**config.mk**
```make
export PLATFORM = sky130hd
export DESIGN_NAME = xadc_drp_responder
export DESIGN_NICKNAME = d
export VERILOG_FILES = /design/src/rtl/xadc_drp_responder.sv
export SDC_FILE = /design/constraint.sdc
export NUM_CORES = 1
export LEC_CHECK = 0
export BUFFER_PORTS_ARGS = -buffer_cell sky130_fd_sc_hd__buf_2
export CAP_MARGIN = 10
export CORE_AREA = 2 2 95 97
export DETAILED_ROUTE_END_ITERATION = 12
export DIE_AREA = 0 0 97 99
export GPL_TIMING_DRIVEN = 0
export HOLD_SLACK_MARGIN = 0.02
export PLACE_DENSITY = 0.89
export SLEW_MARGIN = 20
export SYNTH_ARGS = -nofsm -noshare
export SYNTH_HDL_FRONTEND = slang
export SYNTH_SLANG_ARGS = --single-unit
```
**constraint.sdc**
```tcl
create_clock -name S_AXI_ACLK -period 7.4 [get_ports S_AXI_ACLK]
set_input_delay 1.48 -clock S_AXI_ACLK [delete_from_list [all_inputs] [get_ports S_AXI_ACLK]]
set_output_delay 1.48 -clock S_AXI_ACLK [all_outputs]
set_load 0.005 [all_outputs]
```
**src/rtl/xadc_drp_responder.sv**
```systemverilog
// Stand-in for the XADC primitive: an auxiliary-channel sequencer (VAUX6/7/14/15)
// plus a fixed-latency DRP register responder.
module xadc_drp_responder #(
  parameter int unsigned CONV_CYCLES = 26,
  parameter int unsigned DRP_LATENCY = 4
) (
  input  logic        S_AXI_ACLK,
  input  logic        S_AXI_ARESET,
  input  logic [6:0]  daddr_in,
  input  logic        den_in,
  input  logic        dwe_in,
  input  logic [15:0] di_in,
  output logic [15:0] do_out,
  output logic        drdy_out,
  output logic        busy_out,
  output logic        eoc_out,
  output logic [4:0]  channel_out,
  input  logic [47:0] ch_code_in,
  output logic        drp_err_out
);

  localparam int unsigned CW = $clog2(CONV_CYCLES);
  localparam int unsigned DW = $clog2(DRP_LATENCY + 1);
  localparam logic [CW-1:0] CONV_LAST = CW'(CONV_CYCLES - 1);
  localparam logic [DW-1:0] DRP_INIT  = DW'(DRP_LATENCY);

  localparam logic [6:0]  ADDR_VAUX6  = 7'h16;
  localparam logic [6:0]  ADDR_VAUX7  = 7'h17;
  localparam logic [6:0]  ADDR_VAUX14 = 7'h1E;
  localparam logic [6:0]  ADDR_VAUX15 = 7'h1F;
  localparam logic [6:0]  ADDR_MASK   = 7'h49;
  localparam logic [15:0] MASK_BITS   = 16'hC0C0;

  typedef enum logic {SEQ_IDLE, SEQ_CONVERT} seq_state_e;
  typedef enum logic {D_IDLE, D_WAIT} drp_state_e;

  // Sequencer state
  seq_state_e      seq_state_q, seq_state_d;
  logic [CW-1:0]   conv_cnt_q, conv_cnt_d;
  logic [1:0]      cur_idx_q, cur_idx_d;
  logic [4:0]      chan_q, chan_d;
  logic            eoc_q, eoc_d;
  logic            busy_q, busy_d;
  logic [15:0]     res_q [4];
  logic [15:0]     res_d [4];

  // DRP state
  drp_state_e      drp_state_q, drp_state_d;
  logic [DW-1:0]   drp_cnt_q, drp_cnt_d;
  logic [6:0]      addr_q, addr_d;
  logic            we_q, we_d;
  logic [15:0]     wdata_q, wdata_d;
  logic [15:0]     mask_q, mask_d;
  logic [15:0]     do_q, do_d;
  logic            drdy_q, drdy_d;
  logic            err_q, err_d;

  logic [3:0]      chan_en;
  logic [1:0]      idle_start;
  logic [11:0]     code_sel;
  logic [15:0]     rd_mux;

  // First enabled slot at or after 'start' in the order 6,7,14,15 with wrap
  function automatic logic [1:0] pick_next(input logic [3:0] en, input logic [1:0] start);
    logic [1:0] sel;
    logic [1:0] idx;
    logic       found;
    sel   = start;
    found = 1'b0;
    for (int k = 0; k < 4; k++) begin
      idx = start + 2'(k);
      if (!found && en[idx]) begin
        sel   = idx;
        found = 1'b1;
      end
    end
    return sel;
  endfunction

  function automatic logic [1:0] idx_of(input logic [4:0] ch);
    case (ch)
      5'h17:   return 2'd1;
      5'h1E:   return 2'd2;
      5'h1F:   return 2'd3;
      default: return 2'd0;
    endcase
  endfunction

  function automatic logic [4:0] chan_of(input logic [1:0] idx);
    case (idx)
      2'd0:    return 5'h16;
      2'd1:    return 5'h17;
      2'd2:    return 5'h1E;
      default: return 5'h1F;
    endcase
  endfunction

  assign chan_en    = {mask_q[15], mask_q[14], mask_q[7], mask_q[6]};
  assign idle_start = (chan_q == 5'd0) ? 2'd0 : idx_of(chan_q) + 2'd1;

  always_comb begin
    code_sel = ch_code_in[11:0];
    case (cur_idx_q)
      2'd0:    code_sel = ch_code_in[11:0];
      2'd1:    code_sel = ch_code_in[23:12];
      2'd2:    code_sel = ch_code_in[35:24];
      default: code_sel = ch_code_in[47:36];
    endcase
  end

  // Sequencer next state
  always_comb begin
    seq_state_d = seq_state_q;
    conv_cnt_d  = conv_cnt_q;
    cur_idx_d   = cur_idx_q;
    chan_d      = chan_q;
    eoc_d       = 1'b0;
    for (int i = 0; i < 4; i++) res_d[i] = res_q[i];
    case (seq_state_q)
      SEQ_IDLE: begin
        if (|chan_en) begin
          seq_state_d = SEQ_CONVERT;
          cur_idx_d   = pick_next(chan_en, idle_start);
          conv_cnt_d  = '0;
        end
      end
      SEQ_CONVERT: begin
        if (conv_cnt_q == CONV_LAST) begin
          res_d[cur_idx_q] = {code_sel, 4'b0000};
          chan_d           = chan_of(cur_idx_q);
          eoc_d            = 1'b1;
          if (|chan_en) begin
            cur_idx_d  = pick_next(chan_en, cur_idx_q + 2'd1);
            conv_cnt_d = '0;
          end else begin
            seq_state_d = SEQ_IDLE;
          end
        end else begin
          conv_cnt_d = conv_cnt_q + CW'(1);
        end
      end
      default: seq_state_d = SEQ_IDLE;
    endcase
    busy_d = (seq_state_d == SEQ_CONVERT);
  end

  // Register contents as seen before the drdy edge
  always_comb begin
    case (addr_q)
      ADDR_VAUX6:  rd_mux = res_q[0];
      ADDR_VAUX7:  rd_mux = res_q[1];
      ADDR_VAUX14: rd_mux = res_q[2];
      ADDR_VAUX15: rd_mux = res_q[3];
      ADDR_MASK:   rd_mux = mask_q;
      default:     rd_mux = 16'h0000;
    endcase
  end

  // DRP next state; a request during the wait or the drdy cycle is dropped and flagged
  always_comb begin
    drp_state_d = drp_state_q;
    drp_cnt_d   = drp_cnt_q;
    addr_d      = addr_q;
    we_d        = we_q;
    wdata_d     = wdata_q;
    mask_d      = mask_q;
    do_d        = do_q;
    drdy_d      = 1'b0;
    err_d       = err_q;
    case (drp_state_q)
      D_IDLE: begin
        if (den_in) begin
          if (drdy_q) begin
            err_d = 1'b1;
          end else begin
            addr_d      = daddr_in;
            we_d        = dwe_in;
            wdata_d     = di_in;
            drp_cnt_d   = DRP_INIT;
            drp_state_d = D_WAIT;
          end
        end
      end
      D_WAIT: begin
        if (den_in) err_d = 1'b1;
        if (drp_cnt_q == '0) begin
          drdy_d      = 1'b1;
          drp_state_d = D_IDLE;
          if (we_q) begin
            do_d = 16'h0000;
            if (addr_q == ADDR_MASK) mask_d = wdata_q & MASK_BITS;
          end else begin
            do_d = rd_mux;
          end
        end else begin
          drp_cnt_d = drp_cnt_q - DW'(1);
        end
      end
      default: drp_state_d = D_IDLE;
    endcase
  end

  always_ff @(posedge S_AXI_ACLK or posedge S_AXI_ARESET) begin
    if (S_AXI_ARESET) begin
      seq_state_q <= SEQ_IDLE;
      conv_cnt_q  <= '0;
      cur_idx_q   <= '0;
      chan_q      <= '0;
      eoc_q       <= 1'b0;
      busy_q      <= 1'b0;
      for (int i = 0; i < 4; i++) res_q[i] <= '0;
      drp_state_q <= D_IDLE;
      drp_cnt_q   <= '0;
      addr_q      <= '0;
      we_q        <= 1'b0;
      wdata_q     <= '0;
      mask_q      <= MASK_BITS;
      do_q        <= '0;
      drdy_q      <= 1'b0;
      err_q       <= 1'b0;
    end else begin
      seq_state_q <= seq_state_d;
      conv_cnt_q  <= conv_cnt_d;
      cur_idx_q   <= cur_idx_d;
      chan_q      <= chan_d;
      eoc_q       <= eoc_d;
      busy_q      <= busy_d;
      for (int i = 0; i < 4; i++) res_q[i] <= res_d[i];
      drp_state_q <= drp_state_d;
      drp_cnt_q   <= drp_cnt_d;
      addr_q      <= addr_d;
      we_q        <= we_d;
      wdata_q     <= wdata_d;
      mask_q      <= mask_d;
      do_q        <= do_d;
      drdy_q      <= drdy_d;
      err_q       <= err_d;
    end
  end

  assign do_out      = do_q;
  assign drdy_out    = drdy_q;
  assign busy_out    = busy_q;
  assign eoc_out     = eoc_q;
  assign channel_out = chan_q;
  assign drp_err_out = err_q;

endmodule

```
==> flow_summary.toml, run 1 <==
[logic_synthesis]
synthCells = 401
netlist.area_leader.share_pct = 46.0
synth.most_common_cell = "dfrtp_1"
synth_common_cells = "90 x dfrtp_1, 66 x mux2_2, 24 x nand2_1"
netlist_area_um2 = 4890
synth_top_family_by_area = "multiplexers"
ys_ff_latch = 94
ys_seq_area_share_pct = 48.2
ys.flop_type = "dfrtp_1"
synth-simple-area-share_pct = 9.34
synth_area_leader_cell = "dfrtp_1"
synth-xor-area-share_pct = 0.537
async_reset_ff_share_pct = 100
yosys_warnings = 0
synth_compound_area_share_pct = 11.5
ys_types = 64
synth_top_cells_by_area = "dfrtp_1 46%, mux2_2 15%, mux4_2 4.1%"
synth_mux_area_share_pct = 22.6
synth_edf_count = 0
synthAdderAreaFrac_pct = 2.30
syn_area_per_cell_um2 = 12.2

[global_route]
antenna_found_initial = 0
grt_pass1_vias = 3901
grt.total_usage_pct = 24.7
grt_first_pass_wirelength_um = 18800
overflow = 0
grt_max_degree = 62

[routing]
drtIter0Drc = 327
vias = 3735
drc = 0
via_per_inst = 6.10
wirelength_um = 11300
ant_nets = 0
detail_route.wl_per_cell_um = 18.5
drt_pass1_iterations = 5

[setup_path]
rrSetupSlack_ns = 5.13
reg2reg_to = "res_q[58]$_DFFE_PP0P_"
r2r_cells = 6
crit_path_top_delay_cell = "nor3b_1"
max_stage_delay_ns = 0.55
cp_max_fo = 10
cp_data_required_time_ns = 7.65
cp_common_cell = "buf_2"
crit_chain = "buf_2 > nor3b_1 > buf_2 > mux2_2"
cp_data_arrival_time_ns = 2.87
end_kind = "flop"
rr_startpoint = "cur_idx_q[0]$_DFFE_PP0P_"
worst-setup-path-type = "primary input to flop"
startpoint_type = "primary input"

[layout]
final_nets = 583
diodes = 0
drive_gt1_share_pct = 42.1
final_util_pct = 66.4
area_growth_pct = 16.1
layout.cells.non_filler = 612

[job]
maxCapViolCount = 0

[die]
die_x_um = 97
dieArea_um2 = 9600
fp-row-count = 34
die_h_um = 99
ios = 100
core_area_um2 = 8550
start_util_pct = 57.2

[run_status]
status = "finished clean"

[timing]
rsz0062_at_grt = "no"
final_max_slew_viol_count = 0
fmax_mhz = 382
finalClockSkew_ns = 0.0179
setup_viol = 0
worst_pin_slew_ns = 0.976
finalCritPeriodShare_pct = 35.4
fin_crit_ns = 2.62
hold_viol = 0
tns_ns = 0
relSlewSlack_pct = 34.4

[clock_tree]
ctsHoldBuffers = 0
clock_sinks = 94
postCtsSetupRepairBufs = 0
clkSlewWorstSetupHoldPaths_ns = 0.10
numCtsBuffers = 9
post_cts_resized = 0
insertion_delay_ns = 0.37
cts_tree = "done"
clk_path_buf_depth = 2
root_buffer = "clkbuf_8"
h-tree-depth = 3

[power]
max-vdd-ir-drop_mv = 0.139
power_density_nw_per_um2 = 260
p_comb_share_pct = 33.2
p_seq_share_pct = 43.5
p_leak_nw = 2.80
net-switching-power_mw = 0.529
power.internal_mw = 0.948
clockPowerShare_pct = 23.3
swShare_pct = 35.8

[min_path]
worstHoldPathCells = 1
hp-start = "drp_err_out$_DFFE_PP0P_"
holdPathEnd = "drp_err_out$_DFFE_PP0P_"
hold_path_class = "flop to flop"

[place]
place_inst = 596
dp_hpwl_um = 8190
port-buffer-count = 83
gp_congestion = 0.842
flip-flops by register name, summed over array words and instances (netlist names), 2 cells and up:
name,flops
addr_q,7
mask_q,4
cur_idx_q,2
do_out,12
wdata_q,4
drp_cnt_q,3
channel_out,3
conv_cnt_q,5
res_q,48
how the worst max path moves through the flow:
stage | startpoint | endpoint | slack (ns)
2_1_floorplan | S_AXI_ARESET | addr_q[0]$_DFFE_PP0P_ | 3.48
3_3_place_gp | S_AXI_ARESET | conv_cnt_q[0]$_DFF_PP0_ | 2.59
3_5_place_dp | den_in | addr_q[0]$_DFFE_PP0P_ | 4.39
4_1_cts | den_in | addr_q[0]$_DFFE_PP0P_ | 4.78
5_1_grt | den_in | addr_q[0]$_DFFE_PP0P_ | 4.67
6_report | den_in | addr_q[0]$_DFFE_PP0P_ | 4.78
layer usage:
layer / up-vias / routed length [um] / track usage (%)
met2: 176 / 5830 / 43.3
met4: 0 / 254 / 10.7
li1: 1674 / - / -
met3: 24 / 653 / 3.62
met1: 1861 / 4600 / 30.6
met5: - / 0 / 0
worst max-delay path, delay by kind of cell:
family        cells  cell delay, ns
mux               1            0.38
buf+inv           2            0.46
simple gates      1            0.55
through the flow:
step	hold WS, ns	setup WS [ns]	power [mW]	cell area [um^2]
detailed placement	0.449	4.39	1.14	5480
floorplan	0.451	3.48	0.987	4900
global placement	0.454	2.59	1.10	5450
CTS	0.477	4.78	1.48	5680
finish	0.469	4.78	1.48	5680
global route	0.485	4.67	1.56	5680
power by group through the flow:
stage	Combinational, mW	Sequential, mW	Clock, mW
floorplan	0.354	0.633	0
global placement	0.458	0.645	0
detailed placement	0.485	0.652	0
CTS	0.489	0.643	0.345
global route	0.541	0.655	0.364
finish	0.490	0.643	0.344
logic make-up (layout without fill, tap and decap cells):
group	count (synthesis)	count (layout)
XOR/XNOR	3	3
adder cells (fa/ha/maj)	9	9
multiplexers	91	91
AND/OR/NAND/NOR	79	79
flip-flops	94	94
buffers and inverters	52	152
other	1	4
AO/OA/AOI/OAI	72	72
cell usage in the layout, fill, tap and decap left out, types with 7 or more instances in the layout:
cell,synthesis,final
nor2_1,9,9
mux4_2,9,9
a222oi_1,12,12
a22o_1,7,7
buf_2,10,93
mux2_2,66,66
nand2_1,24,24
mux2i_1,16,16
o21ai_0,16,16
clkbuf_1,6,7
clkbuf_8,0,9
inv_1,22,21
ha_1,9,9
buf_4,11,11
dfrtp_1,90,90
cell type report:
class | instances | area [um^2]
fill | 623 | 2870
sequential | 94 | 2360
multi-input combinational | 258 | 2280
timing repair buffer | 84 | 443
buffer | 29 | 178
tap | 108 | 135
clock buffer | 10 | 128
inverter | 23 | 88.8
clock inverter | 6 | 68.8
Power figures use the tool's default switching activity.
==> run 2, diff against run 1 <==
--- a/config.mk
+++ b/config.mk
@@ -7,12 +7,12 @@
 export LEC_CHECK = 0
 export BUFFER_PORTS_ARGS = -buffer_cell sky130_fd_sc_hd__buf_2
 export CAP_MARGIN = 10
-export CORE_AREA = 2 2 95 97
+export CORE_AREA = 2 2 98 100
 export DETAILED_ROUTE_END_ITERATION = 12
-export DIE_AREA = 0 0 97 99
+export DIE_AREA = 0 0 100 102
 export GPL_TIMING_DRIVEN = 0
 export HOLD_SLACK_MARGIN = 0.02
-export PLACE_DENSITY = 0.89
+export PLACE_DENSITY = 0.84
 export SLEW_MARGIN = 20
 export SYNTH_ARGS = -nofsm -noshare
 export SYNTH_HDL_FRONTEND = slang
==> constraint.sdc (replaced) <==
create_clock -name S_AXI_ACLK -period 2.7 [get_ports S_AXI_ACLK]
set_input_delay 0.54 -clock S_AXI_ACLK [delete_from_list [all_inputs] [get_ports S_AXI_ACLK]]
set_output_delay 0.54 -clock S_AXI_ACLK [all_outputs]
set_load 0.005 [all_outputs]
==> run 2 against run 1 <==
Clock power grew to 3.0 times the previous value. Register-to-register slack worse by 4.7 ns. Utilization is 3.3 points lower. Clock-buffer cell count is 1 higher. Critical path type is now flop to flop. Clock skew is 0.0090 ns lower. Sequential share of layout area is 0.51 points lower. Worst hold slack worse by 0.38 ns. Design area is 1.3% higher. Final cell count is 0.82% higher. Combinational power grew to 2.7 times the previous value.
==> flow_summary.toml, run 2 (synthesis gave the netlist of run 1 again) <==
[run_status]
status = "finished clean"

[clock_tree]
insertion_delay_ns = 0.36
clkSlewWorstSetupHoldPaths_ns = 0.09
clock_sinks = 94
post_cts_resized = 0
h-tree-depth = 3
cts_tree = "done"
postCtsSetupRepairBufs = 0
numCtsBuffers = 9
ctsHoldBuffers = 0
clk_path_buf_depth = 2
root_buffer = "clkbuf_8"

[setup_path]
end_kind = "flop"
cp_num_buf_inv = 2
startpoint_type = "flop"
crit_path_top_delay_cell = "dfrtp_1"
max_stage_delay_ns = 0.51
r2r_cells = 6
crit_chain = "inv_1 > ha_1 > clkbuf_1 > a222oi_1 > mux2i_1 > mux2_2"
crit_family = "multiplexers"
cp_max_fo = 10
cp_data_required_time_ns = 2.94
cp.depth = 6
worst-setup-path-type = "flop to flop"
cp_data_arrival_time_ns = 2.55

[place]
dp_hpwl_um = 8170
port-buffer-count = 83
gp_congestion = 0.809

[layout]
final_nets = 585
drive_gt1_share_pct = 42.3
largest_register_ffs = 48
final_cell_mix = "93 x buf_2, 90 x dfrtp_1, 66 x mux2_2, 24 x nand2_1, 21 x inv_1"
area_growth_pct = 17.6
regMostFlops = "res_q"
diodes = 0
final_common_cell = "buf_2"

[global_route]
overflow = 0
grt_max_degree = 38
grt_first_pass_wirelength_um = 18400
antenna_found_initial = 0
grt_pass1_vias = 3730
grt.total_usage_pct = 23.0

[timing]
setup_viol = 0
fmax_mhz = 432
rsz0062_at_grt = "no"
tns_ns = 0
finalClockSkew_ns = 0.00890
fin_crit_ns = 2.31
finalCritPeriodShare_pct = 85.6
worst_pin_slew_ns = 0.690
relSlewSlack_pct = 53.7
final_max_slew_viol_count = 0
hold_viol = 0

[min_path]
hold_path_class = "primary input to asynchronous set/reset pin"

[die]
ios = 100
die_x_um = 100
dieArea_um2 = 10200
fp-row-count = 35
core_area_um2 = 9110
start_util_pct = 53.7
die_h_um = 102

[power]
finalPower_mw = 4.13
power_density_nw_per_um2 = 718
max-vdd-ir-drop_mv = 0.381
p_leak_nw = 2.83

[routing]
detail_route.wl_per_cell_um = 17.9
drt_pass1_iterations = 6
via_per_inst = 5.90
drtIter0Drc = 255
drc = 0
wirelength_um = 11000
vias = 3640
ant_nets = 0

[job]
maxCapViolCount = 0
==> run 2: power breakdown <==
part / switching (mW) / leakage [nW] / internal, mW
clock: 0.477 / 0.110 / 0.549
sequential: 0.176 / 1.25 / 1.59
combinational: 0.759 / 1.47 / 0.576
==> run 2: stage by stage <==
step	worst slack [ns]	instances	cell area, um^2	hold slack, ns	util [%]
4_1_cts	0.385	617	5750	0.0885	63.1
5_1_grt	0.229	617	5750	0.0913	63.1
2_1_floorplan	0.924	404	4910	0.451	-
6_report	0.388	617	5750	0.0920	63.1
3_5_place_dp	0.434	601	5530	0.453	60.7
3_3_place_gp	0.524	598	5460	0.450	59.9
==> run 2: path summary, 6_finish.rpt <==
path / start / end / slack, ns
min in group S_AXI_ACLK: di_in[15] / wdata_q[15]$_DFFE_PP0P_ / 0.41
min: S_AXI_ARESET / conv_cnt_q[0]$_DFF_PP0_ / 0.09
max: cur_idx_q[0]$_DFFE_PP0P_ / res_q[54]$_DFFE_PP0P_ / 0.39
max in group asynchronous: S_AXI_ARESET / mask_q[6]$_DFFE_PP1P_ / 1.94
min reg2reg: drp_err_out$_DFFE_PP0P_ / drp_err_out$_DFFE_PP0P_ / 0.47
max reg2reg: cur_idx_q[0]$_DFFE_PP0P_ / res_q[54]$_DFFE_PP0P_ / 0.39
==> run 2: metal layers <==
| layer | global-route usage, % | part of all wire, % | up-vias |
|---|---|---|---|
| li1 | - | - | 1674 |
| met1 | 31.2 | 43 | 1829 |
| met2 | 38.8 | 51 | 133 |
| met3 | 4.45 | 5.3 | 4 |
| met4 | 5.69 | 0.57 | 0 |
| met5 | 0 | 0 | - |
==> run 2: final cells by class <==
cell class                 count  area (um^2)
buffer                        29          178
clock buffer                  11          141
clock inverter                 5         81.3
fill                         723         3360
inverter                      23         90.1
multi-input combinational    258         2280
sequential                    94         2360
tap                          111          139
timing repair buffer          86          483
==> run 3, diff against run 2 <==
--- a/config.mk
+++ b/config.mk
@@ -7,9 +7,11 @@
 export LEC_CHECK = 0
 export BUFFER_PORTS_ARGS = -buffer_cell sky130_fd_sc_hd__buf_2
 export CAP_MARGIN = 10
-export CORE_AREA = 2 2 98 100
+export CELL_PAD_IN_SITES_DETAIL_PLACEMENT = 1
+export CELL_PAD_IN_SITES_GLOBAL_PLACEMENT = 2
+export CORE_AREA = 2 2 120 122
 export DETAILED_ROUTE_END_ITERATION = 12
-export DIE_AREA = 0 0 100 102
+export DIE_AREA = 0 0 122 124
 export GPL_TIMING_DRIVEN = 0
 export HOLD_SLACK_MARGIN = 0.02
 export PLACE_DENSITY = 0.84
==> run 3 against run 2 <==
Clock skew decreased by 0.00072 ns. Worst hold slack better by 0.060 ns. Design area increased by 3.0%. Sequential power is essentially flat. Non-clock buffer count unchanged. Via count fell by 0.91%. Utilization down 20 points. Largest power group unchanged.
==> flow_summary.toml, run 3 (synthesis gave the netlist of run 1 again) <==
[place]
placed_area_um2 = 5610
gp_congestion = 0.782
port-buffer-count = 83
dp_hpwl_um = 9340

[die]
die_h_um = 124
die_x_um = 122
core_area_um2 = 13700
ios = 100
start_util_pct = 35.6
dieArea_um2 = 15100
fp-row-count = 43

[power]
max-vdd-ir-drop_mv = 0.350
p_leak_nw = 2.87
power_density_nw_per_um2 = 753

[global_route]
grt.total_usage_pct = 17.6
antenna_found_initial = 0
grt_pass1_vias = 3875
grt_max_degree = 36
grt_first_pass_wirelength_um = 20400
overflow = 0

[clock_tree]
insertion_delay_ns = 0.35
clk_path_buf_depth = 2
ctsHoldBuffers = 0
clkSlewWorstSetupHoldPaths_ns = 0.06
h-tree-depth = 3
root_buffer = "clkbuf_16"
postCtsSetupRepairBufs = 0
numCtsBuffers = 9
post_cts_resized = 0
cts_tree = "done"
clock_sinks = 94

[routing]
drc = 0
drtIter0Drc = 172
vias = 3607
wirelength_um = 12700
ant_nets = 0
via_per_inst = 5.26
detail_route.wl_per_cell_um = 18.6
drt_pass1_iterations = 5

[timing]
tns_ns = 0
setup_viol = 0
final_max_slew_viol_count = 0
fmax_mhz = 422
rsz0062_at_grt = "no"
finalClockSkew_ns = 0.00818
worst_pin_slew_ns = 1.05
relSlewSlack_pct = 29.5
finalCritPeriodShare_pct = 87.8
hold_viol = 0
fin_crit_ns = 2.37

[setup_path]
cp_max_fo = 10
cp_data_required_time_ns = 2.93
startpoint_type = "flop"
end_kind = "flop"
worst-setup-path-type = "flop to flop"
cp_data_arrival_time_ns = 2.60

[layout]
regMostFlops = "res_q"
drive_gt1_share_pct = 42.3
fillers = 1524
final_nets = 585
diodes = 0
area_growth_pct = 21.1
largest_register_ffs = 48
final_cell_mix = "93 x buf_2, 90 x dfrtp_1, 66 x mux2_2, 24 x nand2_1, 21 x inv_1"
final_common_cell = "buf_2"
finish.instance_area_um2 = 5920

[min_path]
hold_path_class = "primary input to asynchronous set/reset pin"

[run_status]
status = "finished clean"

[job]
maxCapViolCount = 0
## run 3: cell types whose count changed in the layout (fill, tap and decap cells not counted)
cell	before	now
clkbuf_8	10	2
clkinv_2	1	0
bufinv_16	2	1
clkinvlp_4	2	3
clkbuf_16	0	9
## run 3: through the flow
| stage | instances | total power, mW | setup slack (ns) | utilization [%] | hold slack (ns) |
|---|---|---|---|---|---|
| 4_1_cts | 686 | 4.53 | 0.347 | 43.2 | 0.146 |
| 3_3_place_gp | 667 | 3.09 | 0.447 | 40.4 | 0.446 |
| 3_5_place_dp | 670 | 3.18 | 0.385 | 40.9 | 0.478 |
| 6_report | 686 | 4.46 | 0.328 | 43.2 | 0.152 |
| 5_1_grt | 686 | 4.75 | 0.203 | 43.2 | 0.156 |
| 2_1_floorplan | 404 | 2.71 | 0.924 | - | 0.451 |
## run 3: worst paths after layout
path / from / to / slack (ns) / cells after the start
worst max register to register: cur_idx_q[0]$_DFFE_PP0P_ / res_q[28]$_DFFE_PP0P_ / 0.33 / 6
worst max-delay path: cur_idx_q[0]$_DFFE_PP0P_ / res_q[28]$_DFFE_PP0P_ / 0.33 / 6
worst min register to register: drp_err_out$_DFFE_PP0P_ / drp_err_out$_DFFE_PP0P_ / 0.49 / 1
min in group S_AXI_ACLK: di_in[6] / wdata_q[6]$_DFFE_PP0P_ / 0.42 / 2
max in group asynchronous: S_AXI_ARESET / mask_q[15]$_DFFE_PP1P_ / 1.80 / 4
worst min-delay path: S_AXI_ARESET / cur_idx_q[0]$_DFFE_PP0P_ / 0.15 / 2
## run 3: power breakdown
part / switching [mW] / total (mW) / leakage (nW) / internal (mW)
Combinational: 0.792 / 1.37 / 1.47 / 0.578
Sequential: 0.182 / 1.78 / 1.25 / 1.59
Clock: 0.542 / 1.31 / 0.145 / 0.772
## run 3: area by class of cell
| type | count | area [um^2] | area share [%] |
|---|---|---|---|
| buffer | 29 | 178 | 3.00 |
| clock buffer | 12 | 256 | 4.33 |
| inverter | 23 | 90.1 | 1.52 |
| sequential | 94 | 2360 | 39.8 |
| clock inverter | 4 | 53.8 | 0.908 |
| timing repair buffer | 86 | 483 | 8.15 |
| multi-input combinational | 258 | 2280 | 38.5 |
| tap | 180 | 225 | 3.80 |
## run 3: worst max-delay path, cell delays in order, from the launching register on
cell and delay [ns]:
dfrtp_1 0.47, inv_1 0.12, ha_1 0.34, clkbuf_1 0.49, nand2_1 0.23, buf_2 0.29
mux2_2 0.31
## run 3: per-layer routing
layer  GRT usage, %  share of wire (%)  up-vias
li1               -                  -     1675
met1           22.7                 44     1837
met2           29.5                 51       84
met3           4.67                4.0       11
met4           4.45                1.2        0
met5              0                  0        -
